File: config.mk
export PLATFORM = sky130hd
export DESIGN_NAME = button_mode_sequencer_flat
export DESIGN_NICKNAME = d
export VERILOG_FILES = /design/src/rtl/button_mode_sequencer_if.sv /design/src/rtl/button_mode_sequencer.sv /design/src/flat_wrapper.sv
export SDC_FILE = /design/constraint.sdc
export NUM_CORES = 1
export LEC_CHECK = 0
export BUFFER_PORTS_ARGS = -buffer_cell sky130_fd_sc_hd__buf_2
export CAP_MARGIN = 20
export CORE_UTILIZATION = 40
export DETAILED_ROUTE_END_ITERATION = 10
export PLACE_DENSITY = 0.53
export REMOVE_ABC_BUFFERS = 1
export SLEW_MARGIN = 10
export SYNTH_ARGS = -nofsm -noshare
export SYNTH_HDL_FRONTEND = slang
export SYNTH_SLANG_ARGS = --single-unit
export TNS_END_PERCENT = 10
File: constraint.sdc
create_clock -name clock -period 2.8 [get_ports clock]
set_input_delay 0.42 -clock clock [delete_from_list [all_inputs] [get_ports clock]]
set_output_delay 0.42 -clock clock [all_outputs]
set_load 0.01 [all_outputs]
File: src/rtl/button_mode_sequencer_if.sv
// Button/mode bundle between the board push-buttons and the display mode logic.
interface button_mode_sequencer_if #(
    parameter int MODE_W = 2
);
    logic [1:0]        buttons;
    logic [1:0]        pressed;
    logic              up_pulse;
    logic              down_pulse;
    logic [MODE_W-1:0] mode;

    modport master (
        output buttons,
        input  pressed,
        input  up_pulse,
        input  down_pulse,
        input  mode
    );

    modport slave (
        input  buttons,
        output pressed,
        output up_pulse,
        output down_pulse,
        output mode
    );
endinterface

File: src/rtl/button_mode_sequencer.sv
// Push-button front end: synchronise, debounce and auto-repeat two active-low buttons,
// and step the registered display mode up (button0) or down (button1).
module button_mode_sequencer #(
    parameter int DEBOUNCE_CYCLES = 100000,
    parameter int REPEAT_DELAY    = 5000000,
    parameter int REPEAT_PERIOD   = 2000000,
    parameter int MODE_COUNT      = 4,
    parameter int MODE_W          = 2
) (
    input  logic                   clock,
    input  logic                   resetn,
    button_mode_sequencer_if.slave bus
);
    localparam int CNT_W  = (DEBOUNCE_CYCLES > 1) ? $clog2(DEBOUNCE_CYCLES) : 1;
    localparam int HOLD_W = $clog2(REPEAT_DELAY + REPEAT_PERIOD + 1);

    localparam logic [CNT_W-1:0]  CNT_ONE    = CNT_W'(1);
    localparam logic [CNT_W-1:0]  CNT_LAST   = CNT_W'(DEBOUNCE_CYCLES - 1);
    localparam logic [HOLD_W-1:0] HOLD_ONE   = HOLD_W'(1);
    localparam logic [HOLD_W-1:0] HOLD_FIRST = HOLD_W'(REPEAT_DELAY);
    localparam logic [HOLD_W-1:0] HOLD_NEXT  = HOLD_W'(REPEAT_DELAY + REPEAT_PERIOD);
    localparam logic [MODE_W-1:0] MODE_ONE   = MODE_W'(1);
    localparam logic [MODE_W-1:0] MODE_LAST  = MODE_W'(MODE_COUNT - 1);

    localparam logic [1:0] ST_IDLE = 2'd0;
    localparam logic [1:0] ST_ARM  = 2'd1;
    localparam logic [1:0] ST_HELD = 2'd2;
    localparam logic [1:0] ST_REL  = 2'd3;

    // Synchronisers hold the raw (active-low) level, so reset value 1 means released.
    logic [1:0]        sync1_q, sync1_d;
    logic [1:0]        sync2_q, sync2_d;
    logic [1:0]        btn_s;
    logic [1:0]        btn_level;
    logic [1:0]        btn_ev;
    logic              up_q, up_d;
    logic              down_q, down_d;
    logic [MODE_W-1:0] mode_q, mode_d;

    always_comb begin
        sync1_d = bus.buttons;
        sync2_d = sync1_q;
    end

    always_ff @(posedge clock or negedge resetn) begin
        if (!resetn) begin
            sync1_q <= 2'b11;
            sync2_q <= 2'b11;
        end else begin
            sync1_q <= sync1_d;
            sync2_q <= sync2_d;
        end
    end

    assign btn_s = ~sync2_q;

    for (genvar i = 0; i < 2; i++) begin : g_btn
        logic [1:0]        state_q, state_d;
        logic [CNT_W-1:0]  cnt_q, cnt_d;
        logic [HOLD_W-1:0] hold_q, hold_d;
        logic [HOLD_W-1:0] hold_inc;
        logic              lvl_q, lvl_d;
        logic              ev_q, ev_d;

        always_comb begin
            state_d  = state_q;
            cnt_d    = cnt_q;
            hold_d   = hold_q;
            lvl_d    = lvl_q;
            ev_d     = 1'b0;
            hold_inc = hold_q + HOLD_ONE;
            case (state_q)
                ST_IDLE: begin
                    if (btn_s[i]) begin
                        cnt_d   = CNT_ONE;
                        state_d = ST_ARM;
                    end
                end
                ST_ARM: begin
                    if (!btn_s[i]) begin
                        state_d = ST_IDLE;
                    end else if (cnt_q == CNT_LAST) begin
                        state_d = ST_HELD;
                        lvl_d   = 1'b1;
                        ev_d    = 1'b1;
                        hold_d  = '0;
                    end else begin
                        cnt_d = cnt_q + CNT_ONE;
                    end
                end
                ST_HELD: begin
                    if (!btn_s[i]) begin
                        cnt_d   = CNT_ONE;
                        state_d = ST_REL;
                    end else begin
                        hold_d = hold_inc;
                        // After the first repeat, hold cycles between REPEAT_DELAY and the next repeat point.
                        if (hold_inc == HOLD_FIRST) begin
                            ev_d = 1'b1;
                        end else if (hold_inc == HOLD_NEXT) begin
                            ev_d   = 1'b1;
                            hold_d = HOLD_FIRST;
                        end
                    end
                end
                default: begin
                    if (btn_s[i]) begin
                        state_d = ST_HELD;
                    end else if (cnt_q == CNT_LAST) begin
                        state_d = ST_IDLE;
                        lvl_d   = 1'b0;
                    end else begin
                        cnt_d = cnt_q + CNT_ONE;
                    end
                end
            endcase
        end

        always_ff @(posedge clock or negedge resetn) begin
            if (!resetn) begin
                state_q <= ST_IDLE;
                cnt_q   <= '0;
                hold_q  <= '0;
                lvl_q   <= 1'b0;
                ev_q    <= 1'b0;
            end else begin
                state_q <= state_d;
                cnt_q   <= cnt_d;
                hold_q  <= hold_d;
                lvl_q   <= lvl_d;
                ev_q    <= ev_d;
            end
        end

        assign btn_level[i] = lvl_q;
        assign btn_ev[i]    = ev_q;
    end

    // Pulses and mode share one register stage so the mux sees both change on the same edge.
    always_comb begin
        up_d   = btn_ev[0];
        down_d = btn_ev[1];
        mode_d = mode_q;
        if (btn_ev == 2'b01) begin
            mode_d = (mode_q == MODE_LAST) ? '0 : mode_q + MODE_ONE;
        end else if (btn_ev == 2'b10) begin
            mode_d = (mode_q == '0) ? MODE_LAST : mode_q - MODE_ONE;
        end
    end

    always_ff @(posedge clock or negedge resetn) begin
        if (!resetn) begin
            up_q   <= 1'b0;
            down_q <= 1'b0;
            mode_q <= '0;
        end else begin
            up_q   <= up_d;
            down_q <= down_d;
            mode_q <= mode_d;
        end
    end

    assign bus.pressed    = btn_level;
    assign bus.up_pulse   = up_q;
    assign bus.down_pulse = down_q;
    assign bus.mode       = mode_q;
endmodule

File: src/flat_wrapper.sv
// flat-port wrapper written by rule: the top's interface ports become plain ports
module button_mode_sequencer_flat 
#(
    parameter int DEBOUNCE_CYCLES = 100000,
    parameter int REPEAT_DELAY    = 5000000,
    parameter int REPEAT_PERIOD   = 2000000,
    parameter int MODE_COUNT      = 4,
    parameter int MODE_W          = 2
)
  (clock, resetn, bus_buttons, bus_pressed, bus_up_pulse, bus_down_pulse, bus_mode);
  button_mode_sequencer_if #(.MODE_W(MODE_W)) bus_i ();
  input  logic clock;
  input  logic resetn;
  input wire logic [$bits(bus_i.buttons)-1:0] bus_buttons;
  output wire logic [$bits(bus_i.pressed)-1:0] bus_pressed;
  output wire logic [$bits(bus_i.up_pulse)-1:0] bus_up_pulse;
  output wire logic [$bits(bus_i.down_pulse)-1:0] bus_down_pulse;
  output wire logic [$bits(bus_i.mode)-1:0] bus_mode;
  assign bus_i.buttons = bus_buttons;
  assign bus_pressed = bus_i.pressed;
  assign bus_up_pulse = bus_i.up_pulse;
  assign bus_down_pulse = bus_i.down_pulse;
  assign bus_mode = bus_i.mode;
  button_mode_sequencer #(.DEBOUNCE_CYCLES(DEBOUNCE_CYCLES), .REPEAT_DELAY(REPEAT_DELAY), .REPEAT_PERIOD(REPEAT_PERIOD), .MODE_COUNT(MODE_COUNT), .MODE_W(MODE_W)) u_core (.clock(clock), .resetn(resetn), .bus(bus_i));
endmodule
==> results of run 1 <==
## critical path, stage by stage, from the launching register on
cell and delay, ps:
dfrtp_1 420, or4b_1 510, or4_4 510, o21a_1 200
o22a_1 220, nand2b_4 200, buf_4 200, o31ai_2 220
a22o_1 150
## power groups by stage
stage	Combinational [mW]	Sequential (mW)	Clock, mW
final	1.63	1.60	1.29
after global placement	1.60	1.62	0
after CTS	1.63	1.60	1.33
after detailed placement	1.62	1.63	0
after floorplan	1.01	1.61	0
after global routing	1.82	1.62	1.39
## worst min path at each step
stage	start	end	slack, ps	cells after the start
detailed placement	u_core.sync1_q[1]	u_core.sync2_q[1]	350	0
CTS	resetn	u_core.g_btn[1].hold_q[11]	30	1
floorplan	resetn	asynchronous set/reset pin	120	0
global placement	u_core.sync1_q[0]	u_core.sync2_q[0]	350	0
finish	resetn	u_core.g_btn[1].hold_q[6]	10	1
global route	resetn	u_core.g_btn[1].hold_q[11]	40	1
## routing by layer
| layer | global-route usage | vias up | wire [um] |
|---|---|---|---|
| li1 | - | 2636 | - |
| met1 | 0.271 | 2579 | 7100 |
| met2 | 0.330 | 134 | 7030 |
| met3 | 0.0441 | 16 | 657 |
| met4 | 0.0524 | 0 | 197 |
| met5 | 0 | - | 0 |
## layout by cell type, fill, tap and decap left out, types with 12 or more instances in the layout
cell type / count
a21oi_1: 12
a31oi_1: 16
and3_1: 18
buf_4: 50
dfrtp_1: 92
ha_1: 13
inv_1: 27
nand2_1: 68
nand2b_1: 12
nand3_1: 49
nand4_1: 22
nor2_1: 60
nor3_1: 20
nor4_1: 16
o21ai_0: 52
xnor2_1: 25
xor2_1: 18
## layout make-up
class	count	area, um2
fillers	1438	7790
multi-input cells	538	3350
inverters	27	101
flip-flops and latches	96	2410
repair buffers	60	455
well taps	184	230
clock inverters	7	78.8
clock buffers	9	225
## cell usage after synthesis (4+ instances only)
master,instances,area (um2)
dfrtp_1,92,2300
nand2_1,68,255
nor2_1,60,225
o21ai_0,52,260
nand3_1,49,245
inv_1,27,101
xnor2_1,25,219
nand4_1,22,138
clkbuf_1,21,78.8
nor3_1,20,100
and3_1,18,113
xor2_1,18,158
a31oi_1,16,100
nor4_1,16,100
buf_2,15,75.1
ha_1,13,163
a21oi_1,12,60.1
nand2b_1,12,75.1
or3_1,11,68.8
a22o_1,10,87.6
and2_1,7,43.8
and4_1,7,61.3
o22ai_1,7,43.8
nor4b_1,6,52.6
o31ai_1,6,45.0
or4_1,6,45.0
a211o_1,5,43.8
nor3b_1,5,37.5
dfstp_2,4,105
nand4b_1,4,35.0
or2_2,4,25.0
## flip-flops by register name (all words and copies together), names as in the netlist, 2 cells and up, named ones only
name	flops
u_core.bus.mode	2
u_core.g_btn.cnt_q	34
u_core.g_btn.hold_q	46
u_core.g_btn.lvl_q	2
u_core.g_btn.state_q	2
u_core.sync1_q	2
u_core.sync2_q	2
## cells by family after synthesis
group,count (synthesis)
xor+xnor,43
compound gates,150
buf+inv,68
flops,96
mux,5
fa+ha+maj,13
simple gates,327
## stage by stage
| step | setup slack [ps] | power, mW |
|---|---|---|
| finish | 100 | 4.51 |
| global route | -8.33 | 4.83 |
| CTS | 49.2 | 4.57 |
| detailed placement | -22.8 | 3.25 |
| global placement | -3.35 | 3.22 |
| floorplan | -521 | 2.62 |
## timing repair
item                       CTS  global route
buffers inserted             0             0
hold endpoints to repair     0             0
resized for setup            1             2
setup endpoints to repair    1             8
pin swaps                    0             0
==> flow_metrics.env, run 1 <==
export IMPL_status="complete, but fails checks"
export IMPL_violations="design-rule violations"
export IMPL_cts_sinks=96
export IMPL_synth_seq_cells=96
export IMPL_die_y_um=125
export IMPL_required_ps=3090
export IMPL_wire_per_inst_um=16.3
export IMPL_critPathCaptureType="flip-flop"
export IMPL_crit_fanout=14
export IMPL_p_seq_frac=0.354
export IMPL_crit_end="u_core.g_btn[0].hold_q[19]"
export IMPL_final_setup_skew_ps=6.67
export IMPL_grt_pass1_wl_um=25600
export IMPL_fmax_mhz=370
export IMPL_hold_viol=0
export IMPL_switching_share=0.390
export IMPL_netlist_area_um2=6050
export IMPL_overflow=0
export IMPL_final_util=0.468
export IMPL_yosysUniqueCellTypes=71
export IMPL_clockBufferDepth=2
export IMPL_drive_gt1_frac=0.134
export IMPL_die_area_um2=15600
export IMPL_synth_compound_area_frac=0.165
export IMPL_clockPowerShare=0.285
export IMPL_drt_pass1_iterations=8
export IMPL_finalCriticalPeriod_ps=2700
export IMPL_synthSimpleGateAreaFrac=0.290
export IMPL_p_leak_nw=2.90
export IMPL_worstMarginPinSlew_ps=609
export IMPL_ys_warn_count=0
export IMPL_synthXorXnorAreaFrac=0.0623
export IMPL_grt_setup_unrepaired="yes"
export IMPL_finalMaxSlewViolations=0
export IMPL_cts_tree="yes"
export IMPL_ff2ff_path_depth=8
export IMPL_numCtsBuffers=9
export IMPL_power_switching_mw=1.76
export IMPL_htreeDepth=3
export IMPL_ys_seq_area_frac=0.398
export IMPL_place_gp_congestion=0.838
export IMPL_start_util=0.413
export IMPL_setup_viol=0
export IMPL_final_cell_area_um2=6850
export IMPL_dp_cells=905
export IMPL_rrSetupSlack_ps=100
export IMPL_antenna_found_initial=0
export IMPL_hold_class="in -> async"
export IMPL_synth_edff_count=0
export IMPL_ant_nets=0
export IMPL_rr_endpoint="u_core.g_btn[0].hold_q[19]"
export IMPL_rows=44
export IMPL_route_detailed_drc=2
export IMPL_p_comb_frac=0.360
export IMPL_viasPerCell=5.83
export IMPL_intPower_mw=2.76
export IMPL_clk_root_buffer_cell="clkbuf_16"
export IMPL_cp_start_kind="flip-flop"
export IMPL_rr_startpoint="u_core.g_btn[0].cnt_q[8]"
export IMPL_cap_violations=0
export IMPL_postSynth_asyncResetShare=1.00
export IMPL_clk_transition_reported_paths_ps=70
export IMPL_synth_mux_area_frac=0.00890
export IMPL_clk_latency_ps=350
export IMPL_max_vdd_ir_drop_v=0.000387
export IMPL_die_width_um=125
export IMPL_power_density_nw_per_um2=659
export IMPL_syn_avg_cell_area_um2=8.61
export IMPL_criticalPathCategory="reg -> reg"
export IMPL_dp_hpwl_um=10500
export IMPL_grt_max_degree=52
export IMPL_hold_slack_ps=13.5
export IMPL_layout_cells_non_filler=921
export IMPL_critical_path_arrival_ps=2990
export IMPL_grt_usage=0.202
export IMPL_synth_top_family_by_area="simple AND/OR/NAND/NOR gates"
export IMPL_portBuffers=9
export IMPL_area_delta_synth_final_pct=13.3
export IMPL_antenna_cells=0
export IMPL_worstSetupStartpoint="u_core.g_btn[0].cnt_q[8]"
export IMPL_period_share=0.964
export IMPL_core_area_um2=14600
export IMPL_via_count=5365
export IMPL_first_iter_violations=357
export IMPL_finish_net_count=749
export IMPL_wl_um=15000
export IMPL_grt_pass1_vias=5131
export IMPL_finalSetupTns_ps=0
export IMPL_cts_hold_buf=0
export IMPL_syn_inst=702
export IMPL_dpl_cell_area_um2=6540
export IMPL_synthAdderAreaFrac=0.0269
export IMPL_slew_headroom=0.590
export IMPL_io_pins=10
export IMPL_synthFlopType="dfrtp_1"
(Power assumes the default switching activity.)
==> run 2: changes to the inputs <==
--- a/config.mk
+++ b/config.mk
@@ -9,7 +9,7 @@
 export CAP_MARGIN = 20
 export CORE_UTILIZATION = 40
 export DETAILED_ROUTE_END_ITERATION = 10
-export PLACE_DENSITY = 0.53
+export PLACE_DENSITY = 0.55
 export REMOVE_ABC_BUFFERS = 1
 export SLEW_MARGIN = 10
 export SYNTH_ARGS = -nofsm -noshare
==> constraint.sdc (replaced) <==
create_clock -name clock -period 2.3 [get_ports clock]
set_input_delay 0.345 -clock clock [delete_from_list [all_inputs] [get_ports clock]]
set_output_delay 0.345 -clock clock [all_outputs]
set_load 0.01 [all_outputs]
==> run 2 against run 1 <==
Against the previous run:
- global-route usage increased by 2.1 points
- largest power group unchanged
- via count rose by 10%
- highest routed layer unchanged
- setup slack got worse by 380 ps
- hold slack improved by 73 ps
- combinational power up 68%
- sequential share of layout area down 6.2 points
- power increased by 38%
- non-clock buffer count rose by 130
- final cell count grew 14%
- the flow finishes with violations (design-rule violations, negative setup slack)
- critical path depth is 1 lower
- sequential power is 21% higher
- clock-buffer cell count did not move
==> flow_metrics.env, run 2 (synthesis results as in run 1) <==
export IMPL_via_count=5909
export IMPL_largest_reg_flops=46
export IMPL_critPathCaptureType="flip-flop"
export IMPL_grt_usage=0.223
export IMPL_die_width_um=125
export IMPL_clk_root_buffer_cell="clkbuf_16"
export IMPL_place_gp_congestion=0.899
export IMPL_dp_hpwl_um=12200
export IMPL_drt_pass1_iterations=9
export IMPL_viasPerCell=5.62
export IMPL_post_place_ws_ps=-290
export IMPL_layout_cells_non_filler=1051
export IMPL_dp_cells=1024
export IMPL_die_y_um=125
export IMPL_area_delta_synth_final_pct=37.7
export IMPL_clockBufferDepth=2
export IMPL_reg_top3="u_core.g_btn.hold_q x46, u_core.g_btn.cnt_q x34"
export IMPL_finalCriticalPeriod_ps=2580
export IMPL_clk_transition_reported_paths_ps=70
export IMPL_p_leak_nw=3.64
export IMPL_final_cell_mix="168 x buf_4, 91 x dfrtp_1, 67 x nand2_1"
export IMPL_overflow=0
export IMPL_drive_gt1_frac=0.332
export IMPL_cts_tree="yes"
export IMPL_critical_path_arrival_ps=2850
export IMPL_io_pins=10
export IMPL_finalMaxSlewViolations=0
export IMPL_cts_sinks=96
export IMPL_start_util=0.413
export IMPL_dpl_cell_area_um2=7450
export IMPL_antenna_cells=0
export IMPL_first_iter_violations=380
export IMPL_clk_latency_ps=360
export IMPL_htreeDepth=3
export IMPL_numCtsBuffers=9
export IMPL_criticalPathCategory="reg -> reg"
export IMPL_cp_start_kind="flip-flop"
export IMPL_slew_headroom=0.609
export IMPL_cp_slowest_cell="or4b_1"
export IMPL_power_density_nw_per_um2=748
export IMPL_grt_pass1_wl_um=28400
export IMPL_path_common_cell="or4_4"
export IMPL_worst_slack_ps=-278
export IMPL_hold_class="in -> reg"
export IMPL_grt_setup_unrepaired="yes"
export IMPL_final_common_cell="buf_4"
export IMPL_fmax_mhz=388
export IMPL_hold_viol=0
export IMPL_portBuffers=9
export IMPL_final_setup_skew_ps=11.2
export IMPL_setup_viol=53
export IMPL_hold_slack_ps=86.4
export IMPL_required_ps=2580
export IMPL_grt_pass1_vias=5963
export IMPL_finish_net_count=879
export IMPL_route_detailed_drc=2
export IMPL_cap_violations=0
export IMPL_die_area_um2=15600
export IMPL_rows=44
export IMPL_worstMarginPinSlew_ps=581
export IMPL_period_share=1.12
export IMPL_wl_um=17100
export IMPL_crit_chain="or4b_1 > or4_4 > o21a_1 > o22a_1 > nand2b_4 > or4_4 > o211ai_1"
export IMPL_final_cell_area_um2=8330
export IMPL_crit_fanout=7
export IMPL_status="complete, but fails checks"
export IMPL_core_area_um2=14600
export IMPL_ant_nets=0
export IMPL_max_stage_delay_ps=510
export IMPL_violations="design-rule violations, negative setup slack"
export IMPL_final_util=0.569
export IMPL_antenna_found_initial=0
export IMPL_grt_max_degree=41
export IMPL_max_vdd_ir_drop_v=0.000772
export IMPL_wire_per_inst_um=16.3
export IMPL_regMostFlops="u_core.g_btn.hold_q"
-- run 2: cell types whose count changed in the layout (fill, tap and decap cells not counted), moves of 6 or more --
| cell | delta |
|---|---|
| buf_4 | +118 |
| o21ai_0 | -12 |
| buf_6 | +8 |
| o21ai_1 | +8 |
| nor4_1 | -7 |
| a31oi_1 | -6 |
-- run 2: worst max-delay path, delay by kind of cell, from the launching register on --
kind | cells | cell delay [ps]
AOI/OAI and AO/OA | 3 | 480
DFF | 1 | 370
and+or+nand+nor | 4 | 1650
-- run 2: power by group --
part           switching [mW]  internal (mW)
Sequential              0.116           1.82
Clock                   0.705          0.853
Combinational            1.60           1.13
-- run 2: layout make-up --
cell class                 count  area, um2
clock buffer                   9        225
inverter                      27        101
multi-input combinational    538       3780
timing repair buffer         190       1510
fill                        1299       6320
sequential                    96       2410
clock inverter                 7       76.3
tap                          184        230
-- run 2: worst paths after layout --
path                                           start                          to  slack [ps]  cells past startpoint
max                        u_core.g_btn[0].cnt_q[13]  u_core.g_btn[0].hold_q[21]        -280                      7
min                                   bus_buttons[0]           u_core.sync1_q[0]          90                      1
min in group asynchronous                     resetn  u_core.g_btn[1].hold_q[12]         520                      2
min reg2reg                        u_core.sync1_q[0]           u_core.sync2_q[0]         360                      0
max reg2reg                u_core.g_btn[0].cnt_q[13]  u_core.g_btn[0].hold_q[21]        -280                      7
max in group asynchronous                     resetn           u_core.sync1_q[0]        1120                      3
-- run 2: routing by layer --
metal,vias up,share of wire,GRT usage
met4,0,0.018,0.0696
met5,-,0,0
met2,87,0.50,0.391
met3,27,0.028,0.0381
li1,2887,-,-
met1,2908,0.45,0.280
-- run 2: timing repair --
item                                   4_1_cts  5_1_grt
hold buffers                                 1        0
pin swaps                                   18       25
cloned                                       0        1
endpoints found under the hold margin        3        0
setup endpoints to repair                   70       84
buffers inserted                             2        7
resized for setup                           30       68
-- run 2: metrics by stage --
stage	total power [mW]	TNS (ps)
3_5_place_dp	4.30	-10310
2_1_floorplan	3.19	-15440
5_1_grt	6.60	-13340
4_1_cts	5.94	-6300
3_3_place_gp	4.22	-8320
6_report	6.23	-6570
==> run 3: changes to the inputs <==
--- a/config.mk
+++ b/config.mk
@@ -15,4 +15,4 @@
 export SYNTH_ARGS = -nofsm -noshare
 export SYNTH_HDL_FRONTEND = slang
 export SYNTH_SLANG_ARGS = --single-unit
-export TNS_END_PERCENT = 10
+export TNS_END_PERCENT = 100
==> run 3 against run 2 <==
Against the previous run:
- the flow still finishes with violations (design-rule violations, negative setup slack)
- clock skew shrank 0.82 ps
- sequential share of layout area shrank 2.0 points
- via count grew 3.8%
- routed wire length grew 7.0%
- utilization grew 4.3 points
- flip-flop and latch count is the same
- highest routed layer unchanged
==> flow_metrics.env, run 3 (synthesis results as in run 1) <==
export IMPL_status="complete, but fails checks"
export IMPL_violations="design-rule violations, negative setup slack"
export IMPL_hold_viol=0
export IMPL_antenna_found_initial=0
export IMPL_io_pins=10
export IMPL_dpl_cell_area_um2=7450
export IMPL_final_cell_area_um2=8960
export IMPL_final_util=0.612
export IMPL_viasPerCell=5.71
export IMPL_required_ps=2580
export IMPL_period_share=1.11
export IMPL_power_density_nw_per_um2=783
export IMPL_grt_pass1_vias=6087
export IMPL_wire_per_inst_um=17.1
export IMPL_die_area_um2=15600
export IMPL_critical_path_arrival_ps=2820
export IMPL_worstMarginPinSlew_ps=647
export IMPL_met2_length_um=9280
export IMPL_wl_um=18300
export IMPL_setup_viol=67
export IMPL_start_util=0.413
export IMPL_cap_violations=0
export IMPL_hold_slack_ps=86.1
export IMPL_route_top_layer_used="met4"
export IMPL_drt_pass1_iterations=8
export IMPL_die_y_um=125
export IMPL_cts_tree="yes"
export IMPL_max_vdd_ir_drop_v=0.000988
export IMPL_grt_pass1_wl_um=29100
export IMPL_drive_gt1_frac=0.392
export IMPL_clockBufferDepth=2
export IMPL_grt_usage=0.229
export IMPL_core_area_um2=14600
export IMPL_finalCriticalPeriod_ps=2540
export IMPL_htreeDepth=3
export IMPL_fmax_mhz=393
export IMPL_dp_hpwl_um=12200
export IMPL_crit_fanout=7
export IMPL_cts_sinks=96
export IMPL_overflow=0
export IMPL_cp_start_kind="flip-flop"
export IMPL_met1Wirelength_um=8040
export IMPL_ant_nets=0
export IMPL_numCtsBuffers=9
export IMPL_critPathCaptureType="flip-flop"
export IMPL_rows=44
export IMPL_clk_transition_reported_paths_ps=70
export IMPL_finalMaxSlewViolations=0
export IMPL_regMostFlops="u_core.g_btn.hold_q"
export IMPL_slew_headroom=0.566
export IMPL_hold_class="in -> reg"
export IMPL_grt_setup_unrepaired="yes"
export IMPL_antenna_cells=0
export IMPL_portBuffers=9
export IMPL_finish_net_count=902
export IMPL_first_iter_violations=431
export IMPL_criticalPathCategory="reg -> reg"
export IMPL_largest_reg_flops=46
export IMPL_final_common_cell="buf_4"
export IMPL_route_detailed_drc=2
export IMPL_wl_met3_um=563
export IMPL_die_width_um=125
export IMPL_via_count=6131
export IMPL_place_gp_congestion=0.899
export IMPL_clk_latency_ps=360
export IMPL_grt_max_degree=41
export IMPL_reg_top3="u_core.g_btn.hold_q x46, u_core.g_btn.cnt_q x34"
export IMPL_p_leak_nw=3.95
export IMPL_final_cell_mix="169 x buf_4, 92 x dfrtp_1, 63 x nand2_1"
export IMPL_worst_slack_ps=-243
export IMPL_area_delta_synth_final_pct=48.1
export IMPL_final_setup_skew_ps=10.4
export IMPL_clk_root_buffer_cell="clkbuf_16"
run 3: cell types whose count changed in the layout (fill, tap and decap cells not counted), sizes merged:
cell / change
clkbuf: +2
buf: +21
run 3: worst max-delay path, stage by stage, from the launching register on:
cell and delay (ps):
dfrtp_1 370, or4b_1 510, or4_4 490, o21a_1 190, o22a_1 170, nand2b_4 210, or4_4 430, o211ai_1 90
run 3: worst paths after layout:
kind,start,end,slack [ps],cells after the start
setup / recovery,u_core.g_btn[0].cnt_q[13],u_core.g_btn[0].hold_q[21],-240,7
hold / removal,bus_buttons[0],u_core.sync1_q[0],90,1
setup reg to reg,u_core.g_btn[0].cnt_q[13],u_core.g_btn[0].hold_q[21],-240,7
hold reg to reg,u_core.sync1_q[0],u_core.sync2_q[0],360,0
max in group asynchronous,resetn,u_core.sync1_q[0],1110,3
min in group asynchronous,resetn,u_core.g_btn[1].hold_q[12],520,2
run 3: what timing repair did:
action,in CTS,in global routing
pin swaps,36,61
setup endpoints to repair,70,84
gates resized for setup,80,120
cloned,1,4
endpoints found under the hold margin,3,0
hold buffers,1,0
setup buffers,17,12
run 3: per-stage QoR:
step | setup TNS (ps) | std cells | setup WS (ps) | power (mW)
floorplan | -15440 | 661 | -1020 | 3.19
CTS | -5740 | 1059 | -199 | 6.31
global placement | -8320 | 1024 | -239 | 4.22
global route | -14880 | 1074 | -335 | 7.39
finish | -7610 | 1074 | -243 | 7.02
detailed placement | -10310 | 1024 | -290 | 4.30
run 3: power breakdown:
part	switching (mW)	leakage, nW	total [mW]	internal, mW
clock network	0.706	0.143	1.56	0.853
registers	0.126	1.30	1.95	1.82
logic	1.93	2.51	3.51	1.58
total	2.77	3.95	7.02	4.25
run 3: area by class of cell:
cell class                      count  area [um2]
Fill cell                        1186        5690
Multi-Input combinational cell    538        4110
Sequential cell                    96        2410
Timing Repair Buffer              213        1810
Tap cell                          184         230
Clock buffer                        9         225
Inverter                           27         101
Clock inverter                      7        76.3
run 3: per-layer routing:
layer	vias up	track usage
met2	132	0.411
met3	41	0.0389
met1	3013	0.280
met4	0	0.0732
li1	2945	-
met5	-	0
